### src/rtl/mul_div_unit.sv
// mul_div_unit: iterative multiply/divide unit holding the HI/LO registers.
// Radix-2 shift-add multiply, restoring shift-subtract divide, one bit per
// cycle. MULT/DIV use sign-magnitude with a sign fix-up in the FIX state.
// Optional feature macro: CPU_MDU_EARLY_TERM_EN (multiply ends as soon as the
// remaining multiplier bits are all zero; divide is unaffected).
module mul_div_unit #(
    parameter int unsigned WIDTH = 32
) (
    input  logic             clk,
    input  logic             rst,
    input  logic             start,
    input  logic [2:0]       op,
    input  logic [WIDTH-1:0] a,
    input  logic [WIDTH-1:0] b,
    input  logic             abort,
    output logic             busy,
    output logic             done,
    output logic [WIDTH-1:0] hi,
    output logic [WIDTH-1:0] lo
);

    localparam int unsigned CNT_W = (WIDTH > 1) ? $clog2(WIDTH) : 1;
    localparam int unsigned DW    = 2 * WIDTH;

    localparam logic [2:0] OP_MULT  = 3'd0;
    localparam logic [2:0] OP_MULTU = 3'd1;
    localparam logic [2:0] OP_DIV   = 3'd2;
    localparam logic [2:0] OP_DIVU  = 3'd3;
    localparam logic [2:0] OP_MTHI  = 3'd4;
    localparam logic [2:0] OP_MTLO  = 3'd5;

    typedef enum logic [1:0] {
        S_IDLE = 2'd0,
        S_MUL  = 2'd1,
        S_DIV  = 2'd2,
        S_FIX  = 2'd3
    } state_t;

    state_t             state;
    logic [CNT_W-1:0]   counter;
    logic               op_mul;
    logic               neg_res;
    logic               neg_rem;

    // Multiply datapath: product accumulator, left-shifting multiplicand,
    // right-shifting multiplier.
    logic [DW-1:0]      acc;
    logic [DW-1:0]      mcand;
    logic [WIDTH-1:0]   mplr;

    // Divide datapath: partial remainder, dividend/quotient shift register,
    // divisor magnitude.
    logic [WIDTH-1:0]   rem;
    logic [WIDTH-1:0]   quo;
    logic [WIDTH-1:0]   dvsr;

    logic               op_signed;
    logic               a_neg;
    logic               b_neg;
    logic [WIDTH-1:0]   a_mag;
    logic [WIDTH-1:0]   b_mag;
    logic [DW-1:0]      mul_sum;
    logic               mul_last;
    logic [WIDTH:0]     div_shift;
    logic [WIDTH:0]     div_diff;
    logic               div_ge;
    logic [WIDTH-1:0]   div_rem_next;
    logic [DW-1:0]      prod_fix;
    logic [WIDTH-1:0]   quo_fix;
    logic [WIDTH-1:0]   rem_fix;

    // Operand magnitudes and signs for the signed ops, taken at acceptance.
    always_comb begin
        op_signed = (op == OP_MULT) || (op == OP_DIV);
        a_neg     = op_signed & a[WIDTH-1];
        b_neg     = op_signed & b[WIDTH-1];
        a_mag     = a_neg ? (-a) : a;
        b_mag     = b_neg ? (-b) : b;
    end

    // One iteration of shift-add and restoring shift-subtract, plus fix-up.
    always_comb begin
        mul_sum      = acc + (mplr[0] ? mcand : '0);
        div_shift    = {rem, quo[WIDTH-1]};
        div_diff     = div_shift - {1'b0, dvsr};
        div_ge       = (div_shift >= {1'b0, dvsr});
        div_rem_next = div_ge ? div_diff[WIDTH-1:0] : div_shift[WIDTH-1:0];
        prod_fix     = neg_res ? (-acc) : acc;
        quo_fix      = neg_res ? (-quo) : quo;
        rem_fix      = neg_rem ? (-rem) : rem;
`ifdef CPU_MDU_EARLY_TERM_EN
        // Stop once the multiplier bits not yet consumed are all zero.
        mul_last     = (counter == '0) || ((mplr >> 1) == '0);
`else
        mul_last     = (counter == '0);
`endif
    end

    // Control FSM, datapath iteration and HI/LO update.
    always_ff @(posedge clk or posedge rst) begin
        if (rst) begin
            state   <= S_IDLE;
            counter <= '0;
            busy    <= 1'b0;
            done    <= 1'b0;
            hi      <= '0;
            lo      <= '0;
            op_mul  <= 1'b0;
            neg_res <= 1'b0;
            neg_rem <= 1'b0;
            acc     <= '0;
            mcand   <= '0;
            mplr    <= '0;
            rem     <= '0;
            quo     <= '0;
            dvsr    <= '0;
        end else begin
            done <= 1'b0;
            case (state)
                S_IDLE: begin
                    if (start && !abort) begin
                        case (op)
                            OP_MULT, OP_MULTU: begin
                                state   <= S_MUL;
                                busy    <= 1'b1;
                                counter <= CNT_W'(WIDTH - 1);
                                op_mul  <= 1'b1;
                                neg_res <= a_neg ^ b_neg;
                                neg_rem <= 1'b0;
                                acc     <= '0;
                                mcand   <= DW'(a_mag);
                                mplr    <= b_mag;
                            end
                            OP_DIV, OP_DIVU: begin
                                state   <= S_DIV;
                                busy    <= 1'b1;
                                counter <= CNT_W'(WIDTH - 1);
                                op_mul  <= 1'b0;
                                neg_res <= a_neg ^ b_neg;
                                neg_rem <= a_neg;
                                rem     <= '0;
                                quo     <= a_mag;
                                dvsr    <= b_mag;
                            end
                            OP_MTHI: hi <= a;
                            OP_MTLO: lo <= a;
                            default: ;
                        endcase
                    end
                end
                S_MUL: begin
                    if (abort) begin
                        state <= S_IDLE;
                        busy  <= 1'b0;
                    end else begin
                        acc     <= mul_sum;
                        mcand   <= mcand << 1;
                        mplr    <= mplr >> 1;
                        counter <= counter - CNT_W'(1);
                        if (mul_last) begin
                            state <= S_FIX;
                        end
                    end
                end
                S_DIV: begin
                    if (abort) begin
                        state <= S_IDLE;
                        busy  <= 1'b0;
                    end else begin
                        rem     <= div_rem_next;
                        quo     <= {quo[WIDTH-2:0], div_ge};
                        counter <= counter - CNT_W'(1);
                        if (counter == '0) begin
                            state <= S_FIX;
                        end
                    end
                end
                S_FIX: begin
                    state <= S_IDLE;
                    busy  <= 1'b0;
                    if (!abort) begin
                        done <= 1'b1;
                        if (op_mul) begin
                            {hi, lo} <= prod_fix;
                        end else begin
                            hi <= rem_fix;
                            lo <= quo_fix;
                        end
                    end
                end
                default: begin
                    state <= S_IDLE;
                    busy  <= 1'b0;
                end
            endcase
        end
    end

endmodule

### config.mk
export PLATFORM = sky130hd
export DESIGN_NAME = mul_div_unit
export DESIGN_NICKNAME = d
export VERILOG_FILES = /design/src/rtl/mul_div_unit.sv
export SDC_FILE = /design/constraint.sdc
export NUM_CORES = 1
export LEC_CHECK = 0
export CELL_PAD_IN_SITES_DETAIL_PLACEMENT = 0
export CELL_PAD_IN_SITES_GLOBAL_PLACEMENT = 1
export CORE_ASPECT_RATIO = 1.4
export CORE_MARGIN = 2
export CORE_UTILIZATION = 40
export CTS_CLUSTER_DIAMETER = 30
export DETAILED_ROUTE_END_ITERATION = 16
export PLACE_DENSITY = 0.8
export RECOVER_POWER = 50
export REMOVE_ABC_BUFFERS = 1
export SLEW_MARGIN = 5
export SYNTH_ARGS = -nofsm -noshare
export SYNTH_HDL_FRONTEND = slang
export SYNTH_SLANG_ARGS = --single-unit
### constraint.sdc
create_clock -name clk -period 10.4 [get_ports clk]
set_input_delay 1.04 -clock clk [delete_from_list [all_inputs] [get_ports clk]]
set_output_delay 1.04 -clock clk [all_outputs]
set_load 0.05 [all_outputs]
# Yosys cells after proc, flatten, opt, wreduce, memory -nomap -nowiden

Index checks and enable logic that the tools add are counted.

Bits in writable memories: 0
Input port bits: 71
Logic and storage cells: 127
Memories: 0
Bits in latches: 0
Memory bits (read-only): 0
Register bits after elaboration: 332
Output and inout bits: 66

Bitwise gates (word level): 3
Shift-type cells: 0
Multiply operators: 0
Add/subtract/negate cells: 8
Mux-type cells: 54
Div/mod/pow operators: 0
Equal/unequal tests: 21
Reduce and logical (&&, ||, !) cells: 25
$lt $le $gt $ge: 1

Operators with widths:

| cell                                                                  | count |
|---|---|
| 32-bit two-way mux                                                    | 22 |
| 64-bit two-way mux                                                    | 8 |
| 32-bit one-hot mux with 2 select lines                                | 5 |
| 64-bit one-hot mux with 2 select lines                                | 2 |
| 32-bit negator                                                        | 4 |
| 64-bit adder                                                          | 1 |
| 64-bit negator                                                        | 1 |
| 33-bit by 32-bit greater-or-equal comparator with 1-bit output        | 1 |
| 32-bit subtractor                                                     | 1 |
| 4-bit AND reduction                                                   | 5 |
| 5-bit two-way mux                                                     | 3 |
| 3-bit AND reduction                                                   | 5 |
| 2-bit != test, second input constant                                  | 6 |
| 2-bit by 1-bit != test with 1-bit output, second input constant       | 5 |
| 5-bit one-hot mux with 2 select lines                                 | 1 |
| 2-bit nonzero test                                                    | 5 |
| 3-bit by 2-bit equality test with 1-bit output, second input constant | 2 |
| 3-bit equality test, second input constant                            | 2 |
| 2-bit two-way mux                                                     | 3 |
| 3-bit by 1-bit != test with 1-bit output, second input constant       | 2 |
| 2-bit one-hot mux with 3 select lines                                 | 1 |
| 2-bit OR reduction                                                    | 3 |
| 5-bit zero test                                                       | 1 |
| 1-bit two-way mux                                                     | 5 |
| 15 further kinds                                                      | 18 |

# Longest topological paths before layout

Depth in word-level cells: 7
Depth in mapped cells: 18
Depth with buffers taken out: 16

# Worst setup path before layout

OpenSTA, ideal clock, no wires.

Path kind: flip-flop to flip-flop
From: register mplr[0]
To: register acc[63]
Required time: 10.279 ns
Slack: 6.356 ns
Period minus slack after synthesis: 4.044 ns
Setup time: 0.121 ns
Arrival time: 3.923 ns
Stages on the path, launching flop included: 18
Path buffers: 3
Path through: dfrtp_1 clkbuf_1 clkbuf_1 and2_1 ha_1 clkbuf_1 nand3_1 nor3_1 a211oi_1 o31ai_1 a31oi_1 o41ai_2 a31oi_1 o41ai_2 a311oi_1 xor2_1 mux2_1 a22o_1

Word-level cells in the longest chain between the ends: 4

RTL lines:

| what                                   | RTL line | source |
|---|---|---|
| start: declaration                     | 49       | `logic [WIDTH-1:0] mplr;` |
| start signal: assignment               | 132      | `mplr <= b_mag;` |
| start signal: assignment               | 158      | `mplr <= mplr >> 1;` |
| 64-bit two-way mux                     | 83       | `mul_sum = acc + (mplr[0] ? mcand : '0);` |
| 64-bit adder                           | 83       |  |
| 64-bit two-way mux                     | 152      | `if (abort) begin` |
| 64-bit one-hot mux with 2 select lines | 119      | `case (state)` |
| end signal: assignment                 | 156      | `acc <= mul_sum;` |
| end: declaration                       | 47       | `logic [DW-1:0] acc;` |

Every way passes these cells. The select of a mux whose other input is x is not followed.
A chain may end at the register's enable or synchronous reset.

==> flow_summary.yaml <==
synth:
  syn-cell-area_um2: 23500
  syn_avg_cell_area_um2: 8.04
  synthArstFlopShare: 1.00
  synth_edf_count: 0
  synth-seq-area-share: 0.353
  synth.distinct_cells: 73
  synth-main-ff-cell: "dfrtp_1"
  ys_ff_latch: 332
  syn_inst: 2928
  yosysWarnings: 0
critical_path:
  critPathMaxFanout: 125
  cpPeakStageDelay_ns: 3.24
  crit_slowest_cell: "clkinvlp_2"
  startpoint_type: "input pin"
  cp.arrival_ns: 4.93
  reg2reg_slack_ns: 4.58
  required_ns: 9.39
  cp.buffers_inverters: 2
  end_kind: "async pin"
  worstSetupPathType: "in -> async"
  cp_top_family: "buffers and inverters"
  crit_chain: "dlygate4sd3_1 > clkinvlp_2"
floorplan:
  ios: 137
  fp.dieArea_um2: 60800
  start_util: 0.403
  die_h_um: 291
  die_x_um: 209
  rows: 105
  core_um2: 58500
sta:
  rsz0062_at_grt: "false"
  finalSetupViolations: 0
  worstMarginPinSlew_ns: 5.87
  drv_slew: 244
  hold_viol: 0
  max_freq_mhz: 168
  fin_setup_tns_ns: 0
  min_period_ns: 5.94
  period_share: 0.572
  fin_skew_ns: 0.0243
  max_slew_margin: -2.93
global_route:
  gr-usage-met1: 0.298
  grtUsageMet2: 0.458
  grt-busiest-layer: "met2"
  grt_overflow: 0
  grt_max_degree: 126
  grt_usage: 0.257
  grt_pass1_vias: 22090
  antenna_found_initial: 0
  grt_first_pass_wirelength_mm: 124
  grtUsageMet3: 0.0332
place:
  gp_congestion: 0.956
  portBuffers: 136
  dp_hpwl_mm: 57.8
  dp.cells: 3671
clock_tree:
  cts_made_buffers: 78
  cts-resized-gates: 0
  path_clk_slew_ns: 0.06
  cts_setup_buffers: 0
  cts_tree: "built"
  cts_sinks: 332
  cts_max_level: 3
  root_buffer: "clkbuf_16"
  clockBufferDepth: 3
  clock_latency_ns: 0.62
  hold_buffers: 0
final_layout:
  layout.nets: 3181
  antennaDiodeCount: 0
  fin_cells: 3813
  synthToLayoutAreaGrowth_pct: 20.0
  drive_above_1_share: 0.0685
  nFillCells: 5673
power_and_ir_drop:
  power.leakage_nw: 12.4
  powerDensity_nw_per_um2: 352
  worst_ir_drop_vdd_uv: 182
detailed_routing:
  viasPerCell: 5.80
  antenna_left: 0
  routed_wl_mm: 78.4
  num_vias: 22098
  drc_errors: 0
  wl_per_cell_um: 20.6
  dr.pass1.iters: 5
  drt_iter0_markers: 1341
min_path:
  hp-class: "reg -> reg"
run:
  drv_cap: 3
status:
  violations: "max-capacitance violations, max-slew violations"
  outcome: "finished with violations"
==> registers in the layout (all words and copies together), names as in the netlist <==
register	cells
done	1
hi	32
busy	1
state	2
op_mul	1
dvsr	32
neg_rem	1
neg_res	1
mplr	32
lo	32
mcand	64
rem	32
quo	32
acc	64
counter	5
==> per-stage QoR <==
stage / utilization / area [µm²] / hold WS (ns) / total power, W / setup WS (ns)
6_report: 0.483 / 28200 / 0.476 / 0.00994 / 4.46
3_3_place_gp: 0.436 / 25500 / 0.460 / 0.00729 / 5.58
3_5_place_dp: 0.436 / 25500 / 0.471 / 0.00738 / 5.49
2_1_floorplan: - / 22900 / 0.439 / 0.00580 / 0.164
4_1_cts: 0.484 / 28300 / 0.482 / 0.0100 / 5.49
5_1_grt: 0.483 / 28200 / 0.501 / 0.0106 / 3.43
==> worst paths after layout <==
check / from / end / depth (start not counted)
worst max-delay path: rst / op_mul / 2
worst min-delay path: dvsr[25] / dvsr[25] / 2
worst max register to register: state[0] / lo[24] / 6
worst min register to register: dvsr[25] / dvsr[25] / 2
max in group clk: state[0] / lo[24] / 6
min in group asynchronous: rst / hi[7] / 2
==> where the power goes <==
group	internal (W)	switching (W)	leakage [nW]
combinational	0.00183	0.00324	6.86
sequential	0.00178	0.000504	4.21
clock	0.00173	0.000847	1.36
==> logic make-up (layout without fill, tap and decap cells) <==
logic type	after synthesis	in the layout	share of synthesized area
buf+inv	262	398	0.0422
compound gates	978	978	0.246
simple gates	957	957	0.190
xor+xnor	266	266	0.0990
mux	25	25	0.0115
flops	332	332	0.353
fa+ha+maj	108	108	0.0581
==> cells in the final DEF, fill, tap and decap left out, types with 66 or more instances in the layout <==
cell type / count
a21oi_1: 343
nand2_1: 336
dfrtp_1: 330
o21ai_0: 287
nor2_1: 243
xnor2_1: 144
xor2_1: 122
ha_1: 105
inv_1: 86
clkbuf_16: 80
clkdlybuf4s50_1: 76
nand3_1: 70
and2_1: 68
o22ai_1: 66
==> synthesized netlist by cell type, types with 13 or more instances <==
| cell type | number | area [µm²] |
|---|---|---|
| nor2b_1 | 40 | 250 |
| inv_1 | 87 | 327 |
| xor2_1 | 122 | 1070 |
| o22ai_1 | 66 | 413 |
| a21oi_1 | 346 | 1730 |
| dfrtp_1 | 332 | 8310 |
| ha_1 | 106 | 1330 |
| nand3_1 | 70 | 350 |
| nor3_1 | 35 | 175 |
| o21bai_1 | 18 | 135 |
| and2_1 | 70 | 438 |
| a21o_1 | 66 | 495 |
| o31ai_1 | 38 | 285 |
| buf_1 | 15 | 56.3 |
| xnor2_1 | 144 | 1260 |
| nor4_1 | 17 | 106 |
| mux2i_1 | 17 | 170 |
| nand2b_1 | 30 | 188 |
| nand4_1 | 22 | 138 |
| clkbuf_1 | 154 | 578 |
| o41ai_1 | 30 | 263 |
| or2_2 | 13 | 81.3 |
| a31oi_1 | 21 | 131 |
| or4_1 | 18 | 135 |
| or3_1 | 31 | 194 |
| nor2_1 | 244 | 916 |
| a22oi_1 | 27 | 203 |
| o21ai_0 | 287 | 1440 |
| nand2_1 | 337 | 1260 |
==> worst reg2reg max path, cell delays in order (launching register included) <==
cell and delay, ns:
dfrtp_1 0.43, ha_1 1.79, mux2i_1 0.16, or2_2 0.43
a21oi_4 0.11, clkbuf_1 2.26, mux2_2 0.51
==> routing by layer <==
layer	vias to the layer above	routed length [µm]
li1	10583	-
met3	194	3530
met4	0	4110
met1	10670	31000
met2	651	39800
met5	-	0
==> final cells by class <==
cell class | instances | area (µm²) | area share
multi-input combinational | 2334 | 14300 | 0.506
sequential | 332 | 8310 | 0.294
clock buffer | 103 | 2250 | 0.0796
timing repair buffer | 168 | 1600 | 0.0566
tap | 749 | 937 | 0.0332
clock inverter | 39 | 523 | 0.0185
inverter | 88 | 332 | 0.0117
Note: power is estimated with default switching activity, not from simulation.
